[config.mk]
export PLATFORM = sky130hd
export DESIGN_NAME = semafor_directie_param
export DESIGN_NICKNAME = d
export VERILOG_FILES = /design/src/rtl/semafor_directie_param.sv
export SDC_FILE = /design/constraint.sdc
export NUM_CORES = 1
export LEC_CHECK = 0
export CORE_AREA = 2 2 70 72
export DETAILED_ROUTE_END_ITERATION = 10
export DIE_AREA = 0 0 72 74
export GPL_ROUTABILITY_DRIVEN = 0
export PLACE_DENSITY = 0.7
export SYNTH_ARGS = -nofsm -noshare
export SYNTH_HDL_FRONTEND = slang
export SYNTH_SLANG_ARGS = --single-unit
[constraint.sdc]
create_clock -name clk -period 3.1 [get_ports clk]
set_clock_uncertainty 0.15 [all_clocks]
set_input_delay 0.62 -clock clk [delete_from_list [all_inputs] [get_ports clk]]
set_output_delay 0.62 -clock clk [all_outputs]
set_load 0.05 [all_outputs]
[src/rtl/semafor_directie_param.sv]
// One-approach traffic light for a token-ring intersection.
// Waits for the token, runs clearance/yellow/green, passes the token on.
//
// Ports:
//   clk            system clock
//   reset          asynchronous, active-low
//   intretinere    maintenance request (level), forces blinking yellow
//   continuare_in  token from previous approach, rising edge = token
//   continuare_out token to next approach, one-cycle pulse
//   verde/galben/rosu  lamps, registered, lag the state by one cycle
module semafor_directie_param #(
  parameter logic [23:0] SEC       = 24'd10000000,
  parameter int unsigned CNT_W     = 8,
  parameter int unsigned T_GARDA   = 1,
  parameter int unsigned T_GALBEN  = 2,
  parameter int unsigned T_VERDE   = 26,
  parameter int unsigned T_BLINK   = 1,
  parameter bit          HAS_TOKEN = 1'b0
) (
  input  logic clk,
  input  logic reset,
  input  logic intretinere,
  input  logic continuare_in,
  output logic continuare_out,
  output logic verde,
  output logic galben,
  output logic rosu
);

  typedef enum logic [2:0] {
    ASTEAPTA,
    GARDA,
    GALBEN,
    VERDE,
    PREDARE,
    INTRETINERE
  } state_t;

  // Last timer value of a phase; a zero duration behaves as one tick.
  function automatic logic [CNT_W-1:0] lim(input int unsigned t);
    return (t == 0) ? '0 : CNT_W'(t - 1);
  endfunction

  localparam logic [23:0]      SEC_M1   = SEC - 24'd1;
  localparam logic [CNT_W-1:0] L_GARDA  = lim(T_GARDA);
  localparam logic [CNT_W-1:0] L_GALBEN = lim(T_GALBEN);
  localparam logic [CNT_W-1:0] L_VERDE  = lim(T_VERDE);
  localparam logic [CNT_W-1:0] L_BLINK  = lim(T_BLINK);

  state_t           state;
  logic [23:0]      presc;
  logic [CNT_W-1:0] timer;
  logic             prev_in;
  logic             pending;
  logic             blink;

  logic tick;
  logic tok_edge;
  logic done;

  always_comb begin
    tick     = (presc == SEC_M1);
    tok_edge = continuare_in & ~prev_in;
    done     = 1'b0;
    unique case (state)
      GARDA:       done = tick && (timer == L_GARDA);
      GALBEN:      done = tick && (timer == L_GALBEN);
      VERDE:       done = tick && (timer == L_VERDE);
      INTRETINERE: done = tick && (timer == L_BLINK);
      default:     done = 1'b0;
    endcase
  end

  always_ff @(posedge clk or negedge reset) begin
    if (!reset) begin
      state          <= ASTEAPTA;
      presc          <= '0;
      timer          <= '0;
      prev_in        <= 1'b0;
      pending        <= HAS_TOKEN;
      blink          <= 1'b0;
      rosu           <= 1'b1;
      galben         <= 1'b0;
      verde          <= 1'b0;
      continuare_out <= 1'b0;
    end else begin
      prev_in <= continuare_in;
      presc   <= tick ? '0 : presc + 24'd1;
      if (tick) timer <= timer + CNT_W'(1);

      // Lamps decode the current state; a maintenance request
      // suppresses the token pulse of an aborted handover.
      rosu   <= state inside {ASTEAPTA, GARDA, PREDARE};
      galben <= (state == GALBEN) ||
                ((state == INTRETINERE) && blink);
      verde  <= (state == VERDE);
      continuare_out <= (state == PREDARE) && !intretinere;

      if (tok_edge && state != INTRETINERE) pending <= 1'b1;

      if (intretinere) begin
        if (state != INTRETINERE) begin
          state <= INTRETINERE;
          presc <= '0;
          timer <= '0;
          blink <= 1'b1;
        end else if (done) begin
          timer <= '0;
          blink <= ~blink;
        end
      end else begin
        unique case (state)
          ASTEAPTA: if (pending) begin
            state   <= GARDA;
            presc   <= '0;
            timer   <= '0;
            // a token arriving now is kept for the next round
            pending <= tok_edge;
          end
          GARDA: if (done) begin
            state <= GALBEN;
            presc <= '0;
            timer <= '0;
          end
          GALBEN: if (done) begin
            state <= VERDE;
            presc <= '0;
            timer <= '0;
          end
          VERDE: if (done) begin
            state <= PREDARE;
            presc <= '0;
            timer <= '0;
          end
          PREDARE: begin
            state <= ASTEAPTA;
            presc <= '0;
            timer <= '0;
          end
          INTRETINERE: begin
            state   <= ASTEAPTA;
            presc   <= '0;
            timer   <= '0;
            pending <= 1'b0;
          end
          default: state <= ASTEAPTA;
        endcase
      end
    end
  end

endmodule

==> results of run 1 <==
[sequential cells by signal, indices dropped and copies added (netlist names)]
signal / flops
state: 3
pending: 1
blink: 1
continuare_out: 1
prev_in: 1
timer: 8
verde: 1
galben: 1
presc: 24
rosu: 1
[power by group through the flow]
stage	combinational [mW]	clock (mW)	sequential, mW
6_report	0.0927	0.358	0.570
5_1_grt	0.103	0.399	0.572
4_1_cts	0.0948	0.374	0.570
3_5_place_dp	0.0948	0	0.581
3_3_place_gp	0.0936	0	0.581
2_1_floorplan	0.0747	0	0.585
[worst max-delay path: cells and delay by family, from the launching register on]
family / cells / cell delay, ns
fa+ha+maj: 1 / 0.24
flops: 1 / 0.41
simple gates: 5 / 1.47
[placed cells by master (no fill, tap or decap), types with 2 or more instances in the layout]
cell type        instances
nor2_1                  23
xnor2_1                 17
nand2b_1                 2
inv_1                   10
nor4_1                   4
nand3_1                 13
clkdlybuf4s50_1          6
nand4_1                  8
nand2_1                 14
xor2_1                  12
nor2b_1                  3
clkbuf_8                 6
a21oi_1                  5
or4_4                    2
nor4bb_1                 2
nor2_4                  18
and3_1                   5
and4_1                   2
nor4b_1                  3
nor4_2                   2
o211ai_1                 2
nor3_1                   5
dfrtp_1                 41
a21oi_4                  2
buf_4                    2
nor2_2                   4
ha_1                     4
[final cells by class]
class                           count  area share
Multi-Input combinational cell    169       0.485
Sequential cell                    42       0.407
Clock buffer                        7      0.0334
Timing Repair Buffer                9      0.0310
Tap cell                           54      0.0262
Inverter                           10      0.0145
Clock inverter                      1     0.00194
[worst min path at each step]
stage,from,end,slack (ns)
floorplan,reset,blink$_DFFE_PN0P_,0.17
detailed placement,presc[0]$_DFF_PN0_,presc[0]$_DFF_PN0_,0.34
CTS,reset,presc[13]$_DFF_PN0_,0.35
global route,presc[0]$_DFF_PN0_,presc[0]$_DFF_PN0_,0.37
global placement,presc[0]$_DFF_PN0_,presc[0]$_DFF_PN0_,0.34
finish,reset,timer[5]$_DFF_PN0_,0.31
[synth_stat cells, drive strengths merged]
cell type,count
a31oi,1
and4,2
or4,3
o32ai,1
nand3b,1
a311oi,1
nor4,6
o211ai,2
xor2,12
nand2b,2
nand4,10
xnor2,17
and2,1
buf,5
dfrtp,41
and2b,1
nor4bb,2
o22a,1
a21oi,7
a211oi,1
ha,4
nand3,13
nand2,14
or2,1
o31ai,1
a31o,1
dfstp,1
inv,10
nor3,5
and3,5
clkbuf,2
nor2,45
o21bai,1
nand4b,1
nor4b,3
nor2b,3
nor3b,1
[logic make-up (layout without fill, tap and decap cells)]
kind of cell | after synthesis | after routing | synth area share
XOR/XNOR | 29 | 29 | 0.106
buffers and inverters | 17 | 27 | 0.0416
adder cells (fa/ha/maj) | 4 | 4 | 0.0208
AND/OR/NAND/NOR | 119 | 119 | 0.330
flip-flops | 42 | 42 | 0.437
AO/OA/AOI/OAI | 17 | 17 | 0.0650
[metrics by stage]
stage,hold slack (ns),instances
floorplan,0.174,228
global placement,0.337,284
detailed placement,0.343,284
CTS,0.346,292
global route,0.367,292
finish,0.310,292
[routing by layer]
layer | GRT usage | part of all wire
met1 | 0.243 | 0.49
met4 | 0.0566 | 0.012
met2 | 0.274 | 0.47
met3 | 0.0447 | 0.032
met5 | 0 | 0
==> metrics.md, run 1 <==
| Metric | Value |
|---|---|
| Status | `finished, final reports clean` |
| Final HPWL DP | `2.77 mm` |
| PD cells | `396 mW/mm^2` |
| Syn Inst Count | `228` |
| Leakage power | `1.00 nW` |
| Worst setup EP type | `flop` |
| Worst-path fanout max | `22` |
| Hold Crit Class | `in -> async` |
| Hold Buf Count CTS | `0` |
| Area growth, synth to finish | `7.33%` |
| Drt total wl | `4.09 mm` |
| CTS tree | `done` |
| Rows | `25` |
| RSZ-0062 raised after global routing | `no` |
| Overall power | `1.02 mW` |
| Port Buffer Count | `7` |
| Synthesized net count | `236` |
| Final min period | `2.43 ns` |
| Synth area leaders | `dfrtp_1, nor2_4, xnor2_1` |
| Largest net degree at the start of global routing | `43` |
| CP max stage cell | `or2_4` |
| Worst R2R Path Depth | `6` |
| DR pass1 iterations | `4` |
| Crit path cell chain | `ha_1, nand4_1, nor2_2, and2_1, or2_4, nor2_1` |
| Clock Sinks | `42` |
| IO Count | `8` |
| Layout cell share with drive strength beyond 1 | `0.185` |
| DIE WIDTH | `72 um` |
| Setup TNS Final | `0 ns` |
| Final instance area | `0.00258 mm^2` |
| Register area | `0.00105 mm^2` |
| Register bit total from synthesis | `42` |
| CP Class | `reg -> reg` |
| Relative slew slack | `0.374` |
| Max VDD drop | `218 uV` |
| Starting Density | `0.523` |
| P_sw | `0.256 mW` |
| Antenna violations before repair | `0` |
| Vias | `1,649` |
| Total of max-cap violations | `0` |
| Vias in the first global route | `1,560` |
| Combinational power share | `0.091` |
| CORE AREA | `0.00460 mm^2` |
| Data required, critical path | `3.11 ns` |
| Period utilisation layout | `0.782` |
| Die Ht | `74 um` |
| Switching Share | `0.251` |
| First-pass GRT wire length | `7.27 mm` |
| Crit path largest cell delay | `0.55 ns` |
| Multi-input logic area | `0.00125 mm^2` |
| # setup viols final | `0` |
| Critical Path Source Type | `flop` |
| Synth area leader | `dfrtp_1` |
| Cts repair resizes | `0` |
| Drt wl/cell | `14.0 um` |
| Part of the power in registers | `0.558` |
| Worst-Margin Slew | `0.939 ns` |
| Clock Latency Late Sink | `0.29 ns` |
| Die area | `0.00533 mm^2` |
| Synth warnings | `0` |
| Cell internal pwr | `0.765 mW` |
| Crit path DAT | `2.43 ns` |
| CTS Buf Count | `5` |
| Yosys cell types | `45` |
| Setup Fix Bufs, Post-CTS | `0` |
| Final-stage net count | `245` |
| Post-synth top area share | `0.426` |
| Total GRT Usage | `0.176` |
| Worst setup startpoint | `presc[0]$_DFF_PN0_` |
| Htree depth | `2` |
| Mapped cell area | `0.00241 mm^2` |
| R2R Setup Slk | `0.67 ns` |
| ANT cells | `0` |
| Clock network power share | `0.351` |
| Fmax | `0.412 GHz` |
| Setup ws final | `0.674 ns` |
| Worst reg2reg path startpoint | `presc[0]$_DFF_PN0_` |
| Gr ovfl total | `0` |
| CTS Root Cell | `clkbuf_8` |
| Number of antenna-violating nets in the routed design | `0` |
| Worst r2r dst | `presc[23]$_DFF_PN0_` |
| Final Max Slew Viols | `0` |
| Vias per cell | `5.65` |
| Layout fillers | `413` |
| CP Capture Point | `presc[23]$_DFF_PN0_` |
| CTS max path bufs | `2` |
| DRT iter0 DRCs | `93` |
| Syn Area/Cell | `10.6 um^2` |
| Final Hold Fails | `0` |
| Clk slew on worst S/H paths | `0.08 ns` |
| Worst slack at placement | `0.408 ns` |
| Final core utilization | `0.562` |
| Seq/Total Area, Yosys | `0.437` |
| Detailed-route DRC error count | `0` |
| Dpl cell area | `0.00249 mm^2` |
No activity file was read; power rests on OpenSTA's default activity.
==> inputs of run 2 (changes only) <==
clock period = 2.3 ns   (was 3.1 ns; I/O delays follow)
==> run 2 against run 1 <==
Compared with the run above: combinational power up 63%; critical path depth down 5; sequential share of layout area down 1.9 points; via count up 3.0%; hold slack worse by 0.24 ns; core utilization up 2.7 points; clock power up 34%; register-to-register slack worse by 0.52 ns; largest cell class unchanged; largest power group unchanged; highest routed layer unchanged.
==> metrics.md, run 2 (synthesis results as in run 1) <==
| Metric | Value |
|---|---|
| Gr ovfl total | `0` |
| Final Max Slew Viols | `0` |
| Final Hold Fails | `0` |
| Period utilisation layout | `0.964` |
| Vias in the first global route | `1,721` |
| Clk slew on worst S/H paths | `0.08 ns` |
| Drt wl/cell | `13.9 um` |
| Setup ws final | `0.0826 ns` |
| CORE AREA | `0.00460 mm^2` |
| DR pass1 iterations | `4` |
| Final HPWL DP | `2.95 mm` |
| Leakage power | `1.08 nW` |
| WP buf/inv | `1` |
| Antenna violations before repair | `0` |
| Port Buffer Count | `7` |
| Hold Buf Count CTS | `0` |
| DIE WIDTH | `72 um` |
| PD cells | `515 mW/mm^2` |
| Commonest non-fill, non-tap cell in the layout | `dfrtp_1` |
| CP max stage cell | `clkdlybuf4s50_1` |
| Starting Density | `0.523` |
| ANT cells | `0` |
| Setup TNS Final | `0 ns` |
| CP Depth | `1` |
| CTS Buf Count | `5` |
| Rows | `25` |
| Fmax | `0.451 GHz` |
| Final-stage net count | `262` |
| Final min period | `2.22 ns` |
| Worst r2r dst | `timer[5]$_DFF_PN0_` |
| Multi-input logic area | `0.00126 mm^2` |
| DRT iter0 DRCs | `67` |
| Register area | `0.00105 mm^2` |
| Hold WS | `0.0703 ns` |
| CTS max path bufs | `2` |
| Area growth, synth to finish | `12.5%` |
| Worst R2R Path Depth | `5` |
| Worst slack at placement | `0.0258 ns` |
| Worst-Margin Slew | `0.556 ns` |
| Largest regs | `presc (24), timer (8), state (3)` |
| CTS Root Cell | `clkbuf_8` |
| Largest Register | `presc` |
| Worst setup startpoint | `rosu$_DFF_PN1_` |
| Max reg flops | `24` |
| Critical Path Source Type | `flop` |
| Total GRT Usage | `0.180` |
| Crit path cell chain | `clkdlybuf4s50_1` |
| Status | `finished, final reports clean` |
| Crit path DAT | `1.61 ns` |
| CP Capture Point | `rosu` |
| Vias | `1,699` |
| Data required, critical path | `1.69 ns` |
| Layout fillers | `378` |
| Number of antenna-violating nets in the routed design | `0` |
| Crit path largest cell delay | `0.79 ns` |
| RSZ-0062 raised after global routing | `no` |
| Layout cell share with drive strength beyond 1 | `0.243` |
| Clock Sinks | `42` |
| Most frequent cells in the layout | `dfrtp_1, nor2_1, nor2_4, buf_4, xnor2_1` |
| Worst reg2reg path startpoint | `timer[2]$_DFF_PN0_` |
| CP Class | `reg -> out` |
| Max VDD drop | `308 uV` |
| Final core utilization | `0.589` |
| Setup Fix Bufs, Post-CTS | `0` |
| Drt total wl | `4.29 mm` |
| Detailed-route DRC error count | `0` |
| Hold Crit Class | `in -> async` |
| Worst-path fanout max | `1` |
| R2R Setup Slk | `0.15 ns` |
| Relative slew slack | `0.629` |
| Largest net degree at the start of global routing | `43` |
| Die Ht | `74 um` |
| Htree depth | `2` |
| IO Count | `8` |
| # setup viols final | `0` |
| Placed Cells incl. Taps | `300` |
| Total of max-cap violations | `0` |
| Cts repair resizes | `0` |
| Non-filler cells, final | `309` |
| Die area | `0.00533 mm^2` |
| First-pass GRT wire length | `7.51 mm` |
| Vias per cell | `5.50` |
| CTS tree | `done` |
| Top Family by Delay on Critical Path | `buffers and inverters` |
| Clock Latency Late Sink | `0.30 ns` |
| Worst setup EP type | `output pin` |
## run 2: final cells by class
class,count,share of cell area
clock inverter,3,0.00786
tap,54,0.0250
timing repair buffer,25,0.0739
clock buffer,5,0.0254
inverter,10,0.0139
multi-input combinational,170,0.465
sequential,42,0.389
## run 2: metal layers
layer / vias up / routed length, um / share of wire / GRT usage
met5: - / 0 / 0 / 0
met4: 0 / 86 / 0.020 / 0.0671
met3: 7 / 107 / 0.025 / 0.0366
met2: 31 / 2030 / 0.47 / 0.297
met1: 821 / 2070 / 0.48 / 0.236
li1: 840 / - / - / -
## run 2: worst min-delay path by stage
stage                            from            endpoint  slack [ns]  cells past startpoint
global route                    reset     verde$_DFF_PN0_        0.14                      2
floorplan                       reset   blink$_DFFE_PN0P_        0.01                      0
CTS                             reset  timer[1]$_DFF_PN0_        0.09                      2
global placement    blink$_DFFE_PN0P_    galben$_DFF_PN0_        0.35                      2
finish                          reset     verde$_DFF_PN0_        0.07                      2
detailed placement  blink$_DFFE_PN0P_    galben$_DFF_PN0_        0.36                      2
## run 2: where the power goes
group	switching, mW	total (mW)	internal (mW)
sequential	0.00881	0.761	0.753
combinational	0.101	0.151	0.0497
clock	0.268	0.481	0.213
total	0.378	1.39	1.02
## run 2: per-stage QoR
step | instance area (um^2) | power, mW
final | 2710 | 1.39
after global routing | 2710 | 1.45
after floorplan | 2410 | 0.889
after detailed placement | 2610 | 0.926
after CTS | 2700 | 1.41
after global placement | 2610 | 0.924
